--- src/rtl/mem_arb_pkg.sv ---
// mem_arb_pkg: shared constants and types for the mem_arbiter slice.
//   clog2     : ceiling log2 helper for sizing ids and counters
//   PORT_IDW  : width of an encoded port id. It is sized for the largest legal
//               port count so the tag layout does not depend on NPORT.
//   tag_t     : one tag-pipe entry {vld, id}
//   MAX_LAT   : upper bound on the supported sram read latency
package mem_arb_pkg;

    function automatic int clog2(input int n);
        int r;
        for (r = 0; (1 << r) < n; r++) begin
        end
        return r;
    endfunction

    localparam int NPORT_MAX = 8;
    localparam int PORT_IDW  = clog2(NPORT_MAX);
    localparam int MAX_LAT   = 4;

    // vld marks an accepted read. Writes travel through the pipe as bubbles.
    typedef struct packed {
        logic                vld;
        logic [PORT_IDW-1:0] id;
    } tag_t;

    localparam int TAG_W = $bits(tag_t);

endpackage

--- src/rtl/rr_arbiter.sv ---
// rr_arbiter: combinational single-grant arbiter.
//   valid   in  NPORT     request vector
//   ptr     in  PORT_IDW  round-robin start position (ignored in fixed priority)
//   grant   out NPORT     one-hot grant, zero when nothing is valid
//   gnt_id  out PORT_IDW  encoded index of the granted port
//   gnt_any out 1         any grant this cycle
// Build option: MEM_ARB_FIXED_PRIO_EN selects fixed priority (lowest index wins).
// Without it, the scan starts at ptr and wraps around the ports.
module rr_arbiter
    import mem_arb_pkg::*;
#(
    parameter int NPORT = 4
) (
    input  logic [NPORT-1:0]    valid,
    input  logic [PORT_IDW-1:0] ptr,
    output logic [NPORT-1:0]    grant,
    output logic [PORT_IDW-1:0] gnt_id,
    output logic                gnt_any
);

`ifdef MEM_ARB_FIXED_PRIO_EN
    logic ptr_unused;
    assign ptr_unused = ^ptr;

    always_comb begin
        grant   = '0;
        gnt_id  = '0;
        gnt_any = 1'b0;
        // Scan from the top down so the lowest valid index wins.
        for (int i = NPORT - 1; i >= 0; i--) begin
            if (valid[i]) begin
                gnt_id  = PORT_IDW'(i);
                gnt_any = 1'b1;
            end
        end
        if (gnt_any) grant = NPORT'(1) << gnt_id;
    end
`else
    logic [2*NPORT-1:0] dbl;
    int                 s;

    always_comb begin
        grant   = '0;
        gnt_id  = '0;
        gnt_any = 1'b0;
        s       = 0;
        // Rotate so bit k is port (ptr+k) mod NPORT. Scan from the top down so
        // the closest valid port at or after ptr wins.
        dbl = {valid, valid} >> ptr;
        for (int k = NPORT - 1; k >= 0; k--) begin
            if (dbl[k]) begin
                s = int'(ptr) + k;
                if (s >= NPORT) s = s - NPORT;
                gnt_id  = PORT_IDW'(s);
                gnt_any = 1'b1;
            end
        end
        if (gnt_any) grant = NPORT'(1) << gnt_id;
    end
`endif

endmodule

--- src/rtl/mem_arbiter.sv ---
// mem_arbiter: N-port valid/ready front end to a single-port synchronous sram.
//   clk, rst             clock, asynchronous active-high reset
//   req_valid/ready/we   per-port request handshake and direction (1=write)
//   req_addr/req_wdata   packed per-port payload, port i at [i*AW +: AW] / [i*DW +: DW]
//   rsp_valid/rsp_rdata  one-cycle read response, routed to the issuing port
//   sram_addr/din/we     sram command, driven in the grant cycle
//   sram_dout            sram read data, valid SRAM_LAT cycles after the read
// Handshake: a request transfers on req_valid[i] & req_ready[i]. req_ready
// is combinational from req_valid and the round-robin pointer. Requesters
// hold valid and payload until the request is accepted. Responses cannot
// be back-pressured.
// Build option: MEM_ARB_FIXED_PRIO_EN selects fixed priority and removes the pointer.
module mem_arbiter
    import mem_arb_pkg::*;
#(
    parameter int NPORT    = 4,
    parameter int AW       = 8,
    parameter int DW       = 16,
    parameter int SRAM_LAT = 1
) (
    input  logic                clk,
    input  logic                rst,
    input  logic [NPORT-1:0]    req_valid,
    output logic [NPORT-1:0]    req_ready,
    input  logic [NPORT-1:0]    req_we,
    input  logic [NPORT*AW-1:0] req_addr,
    input  logic [NPORT*DW-1:0] req_wdata,
    output logic [NPORT-1:0]    rsp_valid,
    output logic [DW-1:0]       rsp_rdata,
    output logic [AW-1:0]       sram_addr,
    output logic [DW-1:0]       sram_din,
    output logic                sram_we,
    input  logic [DW-1:0]       sram_dout
);

    logic [NPORT-1:0]    valid_m;
    logic [NPORT-1:0]    grant;
    logic [PORT_IDW-1:0] gnt_id;
    logic                gnt_any;
    logic [PORT_IDW-1:0] ptr;

    logic [AW-1:0]       sel_addr;
    logic [DW-1:0]       sel_din;
    logic                sel_we;
    logic [AW-1:0]       addr_q;
    logic [DW-1:0]       din_q;

    tag_t                tag_pipe [SRAM_LAT];
    tag_t                tag_last;

    // Reset is asynchronous. Masking here keeps req_ready low for as long as
    // rst is high.
    assign valid_m = rst ? '0 : req_valid;

    rr_arbiter #(.NPORT(NPORT)) u_arb (
        .valid   (valid_m),
        .ptr     (ptr),
        .grant   (grant),
        .gnt_id  (gnt_id),
        .gnt_any (gnt_any)
    );

    assign req_ready = grant;

`ifdef MEM_ARB_FIXED_PRIO_EN
    assign ptr = '0;
`else
    always_ff @(posedge clk or posedge rst) begin
        if (rst) begin
            ptr <= '0;
        end else if (gnt_any) begin
            ptr <= (gnt_id == PORT_IDW'(NPORT - 1)) ? '0 : gnt_id + 1'b1;
        end
    end
`endif

    // Payload mux for the granted port. The grant is one-hot, so at most one
    // port matches.
    always_comb begin
        sel_addr = '0;
        sel_din  = '0;
        sel_we   = 1'b0;
        for (int i = 0; i < NPORT; i++) begin
            if (grant[i]) begin
                sel_addr = req_addr[i*AW +: AW];
                sel_din  = req_wdata[i*DW +: DW];
                sel_we   = req_we[i];
            end
        end
    end

    // Addr and din hold their last issued values on idle cycles. Only the
    // write enable drops.
    always_ff @(posedge clk or posedge rst) begin
        if (rst) begin
            addr_q <= '0;
            din_q  <= '0;
        end else if (gnt_any) begin
            addr_q <= sel_addr;
            din_q  <= sel_din;
        end
    end

    assign sram_addr = gnt_any ? sel_addr : addr_q;
    assign sram_din  = gnt_any ? sel_din  : din_q;
    assign sram_we   = gnt_any & sel_we;

    // The tag pipe tracks the sram read latency. Reset clears it, so reads in
    // flight at reset never respond.
    always_ff @(posedge clk or posedge rst) begin
        if (rst) begin
            for (int i = 0; i < SRAM_LAT; i++) tag_pipe[i] <= '0;
        end else begin
            tag_pipe[0].vld <= gnt_any & ~sel_we;
            tag_pipe[0].id  <= gnt_id;
            for (int i = 1; i < SRAM_LAT; i++) tag_pipe[i] <= tag_pipe[i-1];
        end
    end

    assign tag_last = tag_pipe[SRAM_LAT-1];

    always_comb begin
        rsp_valid = '0;
        for (int i = 0; i < NPORT; i++) begin
            if (tag_last.vld && (tag_last.id == PORT_IDW'(i))) rsp_valid[i] = 1'b1;
        end
    end

    assign rsp_rdata = tag_last.vld ? sram_dout : '0;

endmodule

--- config.mk ---
export PLATFORM = sky130hd
export DESIGN_NAME = mem_arbiter
export DESIGN_NICKNAME = d
export VERILOG_FILES = /design/src/rtl/mem_arb_pkg.sv /design/src/rtl/rr_arbiter.sv /design/src/rtl/mem_arbiter.sv
export SDC_FILE = /design/constraint.sdc
export NUM_CORES = 1
export LEC_CHECK = 0
export BUFFER_PORTS_ARGS = -buffer_cell sky130_fd_sc_hd__buf_2
export CORE_ASPECT_RATIO = 1.75
export CORE_MARGIN = 3
export CORE_UTILIZATION = 32
export DETAILED_ROUTE_END_ITERATION = 8
export GPL_TIMING_DRIVEN = 0
export PLACE_DENSITY = 0.76
export SYNTH_ARGS = -nofsm -noshare
export SYNTH_HDL_FRONTEND = slang
export SYNTH_HIERARCHICAL = 1
export SYNTH_SLANG_ARGS = --single-unit
--- constraint.sdc ---
create_clock -name clk -period 6 [get_ports clk]
set_clock_uncertainty 0.05 [all_clocks]
set_input_delay 1.5 -clock clk [delete_from_list [all_inputs] [get_ports clk]]
set_output_delay 1.5 -clock clk [all_outputs]
set_load 0.005 [all_outputs]
* Word-level counts from Yosys, hierarchy flattened
Cells that the tools add are included.
** Cells by class
- $add $sub $neg :: 8
- Multiply operators :: 0
- Divide/modulo/power cells :: 0
- Magnitude comparators :: 4
- Eq/ne operators :: 4
- Shift-type cells :: 2
- Mux-type cells :: 34
- Bitwise gates (word level) :: 3
- Reductions and logical operators :: 5
** Operator list (count)
- 16-bit 2-to-1 mux :: 6
- 8-bit 2-to-1 mux :: 5
- 3-bit 2-to-1 mux :: 9
- 4-bit by 3-bit >= comparator with 1-bit output, second input constant :: 3
- 1-bit 2-to-1 mux :: 12
- 3-bit subtractor, second input constant :: 4
- 3-bit by 2-bit == test with 1-bit output, second input constant :: 3
- 3-bit by 2-bit adder with 4-bit output, second input constant :: 2
- 4-bit 2-to-1 mux :: 2
- 8-bit by 3-bit right shift with 4-bit output :: 1
- 3-bit by 1-bit adder with 4-bit output, second input constant :: 1
- 1-bit logical AND :: 4
- 1-bit by 3-bit left shift with 4-bit output, first input constant :: 1
- 3-bit by 1-bit adder with 3-bit output, second input constant :: 1
- 3-bit by 1-bit == test with 1-bit output, second input constant :: 1
- 3-bit >= comparator, second input constant :: 1
- 3-bit zero test :: 1
- 1-bit AND :: 2
- 1-bit inverter :: 1
** Word-level totals
- Register bits after elaboration :: 31
- Bits in latches :: 0
- Memory bits (writable) :: 0
- ROM bits :: 0
- Input port bits :: 122
- Output and inout port bits :: 49
- Logic and storage cells :: 65
- Memories kept :: 0

* Depth between registers and ports, before layout
- Depth in word-level cells :: 15
- Mapped depth :: 13
- Gate-level depth less buffers :: 10

* Hierarchy
Netlist, hierarchy kept.
** By module, submodules not included
- mem_arbiter :: times used 1, cells each 217, area each 1906.8 um2, seq. area each 775.7 um2
- rr_arbiter :: times used 1, cells each 57, area each 341.6 um2, seq. area each 0.0 um2

* Worst setup path before layout
Ideal clock, no wire load.
- Path kind :: input to output
- Start :: input port req_valid[3]
- End :: output port sram_addr[0]
- Arrival :: 3.668 ns
- Data required time :: 4.450 ns
- Setup slack :: 0.782 ns
- Stages on the path :: 10
- Path buffers :: 2
- Cells stage by stage :: nor2b_1 -> nor2b_1 -> o21ai_0 -> a211oi_1 -> a2111o_1 -> nor2b_1 -> buf_2 -> buf_2 -> nand2_1 -> a31oi_1
** On the way
- Elaborated cells on any way between the ends :: 17
- Those cells by class :: shift (2); mux (15)
** RTL lines
- start: declaration :: line mem_arbiter.sv:23 : input logic [NPORT-1:0] req_valid,
- 4-bit 2-to-1 mux (*) :: line mem_arbiter.sv:53 : assign valid_m = rst ? '0 : req_valid;
- 8-bit by 3-bit right shift with 4-bit output (*) :: line rr_arbiter.sv:49 : dbl = {valid, valid} >> ptr;
- 3-bit 2-to-1 mux (3 in series) :: line rr_arbiter.sv:51 : if (dbl[k]) begin
- 3-bit 2-to-1 mux (*) :: line rr_arbiter.sv:51
- via gnt_id[1] :: line mem_arbiter.sv:38 : logic [PORT_IDW-1:0] gnt_id;
- 1-bit by 3-bit left shift with 4-bit output (*) :: line rr_arbiter.sv:58 : if (gnt_any) grant = NPORT'(1) << gnt_id;
- 4-bit 2-to-1 mux (*) :: line rr_arbiter.sv:58
- via req_ready[2] :: line mem_arbiter.sv:24 : output logic [NPORT-1:0] req_ready,
- 8-bit 2-to-1 mux (*) (2 in series) :: line mem_arbiter.sv:84 : if (grant[i]) begin
- 8-bit 2-to-1 mux (*)
- end: declaration :: line mem_arbiter.sv:30 : output logic [AW-1:0] sram_addr,
The timed path passes the listed nets; every way through them passes the cells marked *.

* Worst setup path after layout
- Start :: input port rst
- End :: output port sram_addr[2]
** On the way
- Word-level cells in the longest chain between the ends :: 13
- Elaborated cells on any way between the ends :: 17
- Those cells by class :: shift (2); mux (15)
** Ends and longest elaborated chain
- start: declaration :: line mem_arbiter.sv:22 : input logic rst,
- 4-bit 2-to-1 mux (*) :: line mem_arbiter.sv:53
- via valid_m[3] :: line mem_arbiter.sv:36 : logic [NPORT-1:0] valid_m;
- 8-bit by 3-bit right shift with 4-bit output (*) :: line rr_arbiter.sv:49
- 3-bit 2-to-1 mux (3 in series) :: line rr_arbiter.sv:51
- 3-bit 2-to-1 mux (*) :: line rr_arbiter.sv:51
- via gnt_id[1] :: line mem_arbiter.sv:38
- 1-bit by 3-bit left shift with 4-bit output (*) :: line rr_arbiter.sv:58
- 4-bit 2-to-1 mux (*) :: line rr_arbiter.sv:58
- 8-bit 2-to-1 mux (3 in series) :: line mem_arbiter.sv:84
- 8-bit 2-to-1 mux (*) :: line mem_arbiter.sv:84
- 8-bit 2-to-1 mux (*)
Marks and branches as above.

==> summary.md <==
Once the floorplan was initialized, standard cells occupied 33.6% of the core. The standard-cell row count is 39, and the largest incremental delay on the critical path is 300 ps. Counting along the longest clock path gives a buffer depth of 2.

STA puts the critical path data required time at 4450 ps. The number of search-and-repair iterations in the first detailed-routing pass came out at 4. The measured slew at the worst slew-check pin came out at 667 ps.

The net switching power of the design was 0.859 mW; the maximum achievable frequency was 0.177 GHz. The relative contribution of the clock network to total power came out at 15.0%. The worst voltage drop across the vdd grid is 0.000413 V, and the chip height is 117 um. In this run, synthesis inferred 0 flip-flops with an integrated enable. The die is 69.4 um wide. In this run, CTS created clock tree buffers numbering 5. The number of max-slew violations in the final report was 0. The type of the most critical hold path is register to register. The relative slew slack was 55.5%; the total power divided by cell area was 571 mW/mm^2.

After the first detailed-routing iteration, the DRC count stood at 137. Once layout is done, the placed cells without fillers occupy 0.00343 mm^2. Entering global routing, the biggest net connects 32 pins.

Static leakage: 1.68 nW. The tool flagged a number of max-cap violations equal to 0. Proportion of register bits with asynchronous set or reset after synthesis: 100%. Among the stages of the critical path, the cell type that occurs most often is buf_2.

In the layout the commonest cells are buf_2 (178), dfrtp_1 (31), nand2_1 (29), nand3b_1 (27), a31oi_1 (25). The logs give 40 for the number of distinct library cells after synthesis and 577 for the final layout net count. The count of buffers from port buffering is 170. The synthesized netlist occupies a cell area of 0.00225 mm^2. The number of H-tree branching levels is 2, and the register share of total power is 18.9%. The flow ran to the end, and the final reports show no timing, DRC or antenna violations. The latest clock arrival within the worst-skew pair was 270 ps.

The worst setup path is launched from an input pin. For the post-route DRC violation count, the log shows 0. The total power is 1.96 mW, and the part of the total power dissipated in combinational logic is 66.1%.

The post-layout minimum cycle time works out to 5640 ps. The primary flip-flop cell chosen by synthesis mapping is dfrtp_1. The logs give 0 for the count of antenna-violating nets left after detailed routing and 0.00669 mm^2 for the core footprint.

The pre-CTS worst setup slack came out at -78.2 ps. Type of element capturing the critical path: an output port. The clock root buffer master is clkbuf_16. The wire length per cell after detailed routing was 15.9 um.

The tools report the routed wire length as 8.50 mm. For this design, the slowest cell found on the critical path is nor2b_4. The number of buffer and inverter stages on the critical path is 4, and the flip-flop and latch count after synthesis is 31. For the setup slack after layout, the log shows 362 ps. The total placed instance area came out at 0.00320 mm^2. Net switching is 43.8% of the power. The class of the most critical setup path was input pin to output port.

For this design the top-level I/O count stands at 171. Global routing used 20.7% of the available tracks. The die covers 0.00811 mm^2. The final worst hold slack is 465 ps, and the number of clock sinks seen by CTS is 31. 0 antenna diodes ended up in the layout. The post-route clock period utilization works out to 94.0%. The final-report hold violation count was 0. TritonCTS built the clock tree.

Along the worst path, the maximum fanout reaches 10. Relative to the synthesized area, the layout overhead comes to 52.5%. Global route total overflow: 0. The final core utilization was 51.3%; the number of antenna violations at the first check in global routing was 0.

Dividing the synthesized area by the synthesized cell count gives 8.21 um^2. The HPWL after detailed placement is 6.74 mm. Cells with a size suffix above 1 make up 46.7% of the layout. The first global-routing pass estimated 13.6 mm of wire. Internal power comes to 1.10 mW. The Yosys step of the flow raised 6 warnings. The number of nets in the synthesized netlist is 398.

The tools report the final estimated routing congestion in global placement as 0.842. The signal on the critical path passes through buf_2 -> nor2b_2 -> nor2b_1 -> o21ai_0 -> a211oi_1 -> a2111o_1 -> nor2b_4 -> buf_2 -> buf_2 -> nand2_1 -> a31oi_1 -> buf_2. Setup repair after global routing left no endpoint under its margin. Clock-pin slew was measured on the worst setup and hold paths at 50 ps. The most common library cell in the layout ignoring fill and taps is buf_2. The sequential fraction of the synthesis area was 34.5%.

The kind of cell with the highest combined delay along the critical path is simple AND/OR/NAND/NOR gates. The routed layout has 2830 vias. Setup violations remaining at the end of the flow were counted as 0. Synthesis produced a netlist whose cell count is 274. Data on the critical path arrives at its endpoint at 4090 ps. The filler cells instantiated in the layout total 639.

The number of global-route vias before repair is 2987. In the routed layout, each cell is associated on average with a via count of 5.28.
-- metal layers --
| metal | vias to the layer above | GRT usage, % | wire (um) |
|---|---|---|---|
| met5 | - | 0 | 0 |
| met4 | 0 | 9.65 | 204 |
| met3 | 16 | 4.44 | 685 |
| met2 | 154 | 39.8 | 4640 |
| met1 | 1300 | 21.2 | 2970 |
| li1 | 1360 | - | - |
-- sequential cells by signal (all words and copies together) (netlist names) --
signal and cells:
ptr 3, tag_last 4, din_q 16, addr_q 8
-- cell families after synthesis --
group           share of synthesized area, %
mux                                     1.45
simple gates                            28.8
other cells                            0.167
buf+inv                                 7.62
flops                                   34.5
compound gates                          26.4
fa+ha+maj                               1.11
-- power groups by stage --
stage	Clock (mW)	Combinational (mW)	Sequential, mW
2_1_floorplan	0	0.799	0.357
3_3_place_gp	0	1.25	0.369
3_5_place_dp	0	1.26	0.374
4_1_cts	0.298	1.27	0.370
5_1_grt	0.305	1.44	0.378
6_report	0.294	1.30	0.370
-- final timing paths --
path | from | end | slack [ps] | cells past startpoint
min in group asynchronous | rst | din_q[9] | 1310 | 2
max | rst | sram_addr[2] | 360 | 12
max reg2reg | ptr[1] | din_q[3] | 2820 | 11
min reg2reg | ptr[1] | ptr[1] | 470 | 1
min | ptr[1] | ptr[1] | 470 | 1
max in group asynchronous | rst | tag_last[3] | 4070 | 3
-- area by class of cell --
cell class              instances  area [um^2]  share of cell area, %
multi-input cells             210         1320                   38.4
clock buffers                   5          125                   3.65
plain buffers                  24          141                   4.12
clock inverters                 3         43.8                   1.28
inverters                       8         30.0                  0.876
well taps                      82          103                   2.99
repair buffers                173          893                   26.0
flip-flops and latches         31          776                   22.6
-- per-stage QoR --
step           setup TNS (ps)  std cells
6_report                    0        536
5_1_grt                     0        536
4_1_cts                     0        534
3_5_place_dp             -786        526
3_3_place_gp             -546        526
2_1_floorplan               0        274
-- cells in the mapped netlist, types with 3 or more instances --
| master | count | area share, % |
|---|---|---|
| nand3_1 | 4 | 0.89 |
| buf_6 | 4 | 2.0 |
| a21oi_2 | 5 | 1.9 |
| o22ai_1 | 24 | 6.7 |
| clkbuf_1 | 11 | 1.8 |
| and2_1 | 17 | 4.7 |
| o21ai_1 | 3 | 0.67 |
| nor2b_1 | 9 | 2.5 |
| inv_1 | 8 | 1.3 |
| a21oi_1 | 23 | 5.1 |
| dfrtp_1 | 31 | 35 |
| nand2_1 | 29 | 4.8 |
| nand2b_1 | 5 | 1.4 |
| a211oi_1 | 3 | 1.0 |
| a31oi_1 | 25 | 7.0 |
| buf_2 | 8 | 1.8 |
| nand3b_1 | 27 | 9.0 |
| nor3_1 | 3 | 0.67 |
| o21ai_0 | 9 | 2.0 |
-- worst register-to-register path: cells and delay by family, from the launching register on --
kind / cells / cell delay [ps]
buf+inv: 4 / 860
compound gates: 4 / 930
flops: 1 / 340
fa+ha+maj: 1 / 300
simple gates: 2 / 600
-- repair_timing --
| action | CTS | global route |
|---|---|---|
| buffers inserted | 0 | 2 |
| setup endpoints to repair | 22 | 24 |
| resized for setup | 1 | 10 |
| pin swaps | 0 | 1 |
| gates cloned | 0 | 0 |
| hold buffers | 0 | 0 |
Note: power is estimated with default switching activity, not from simulation.
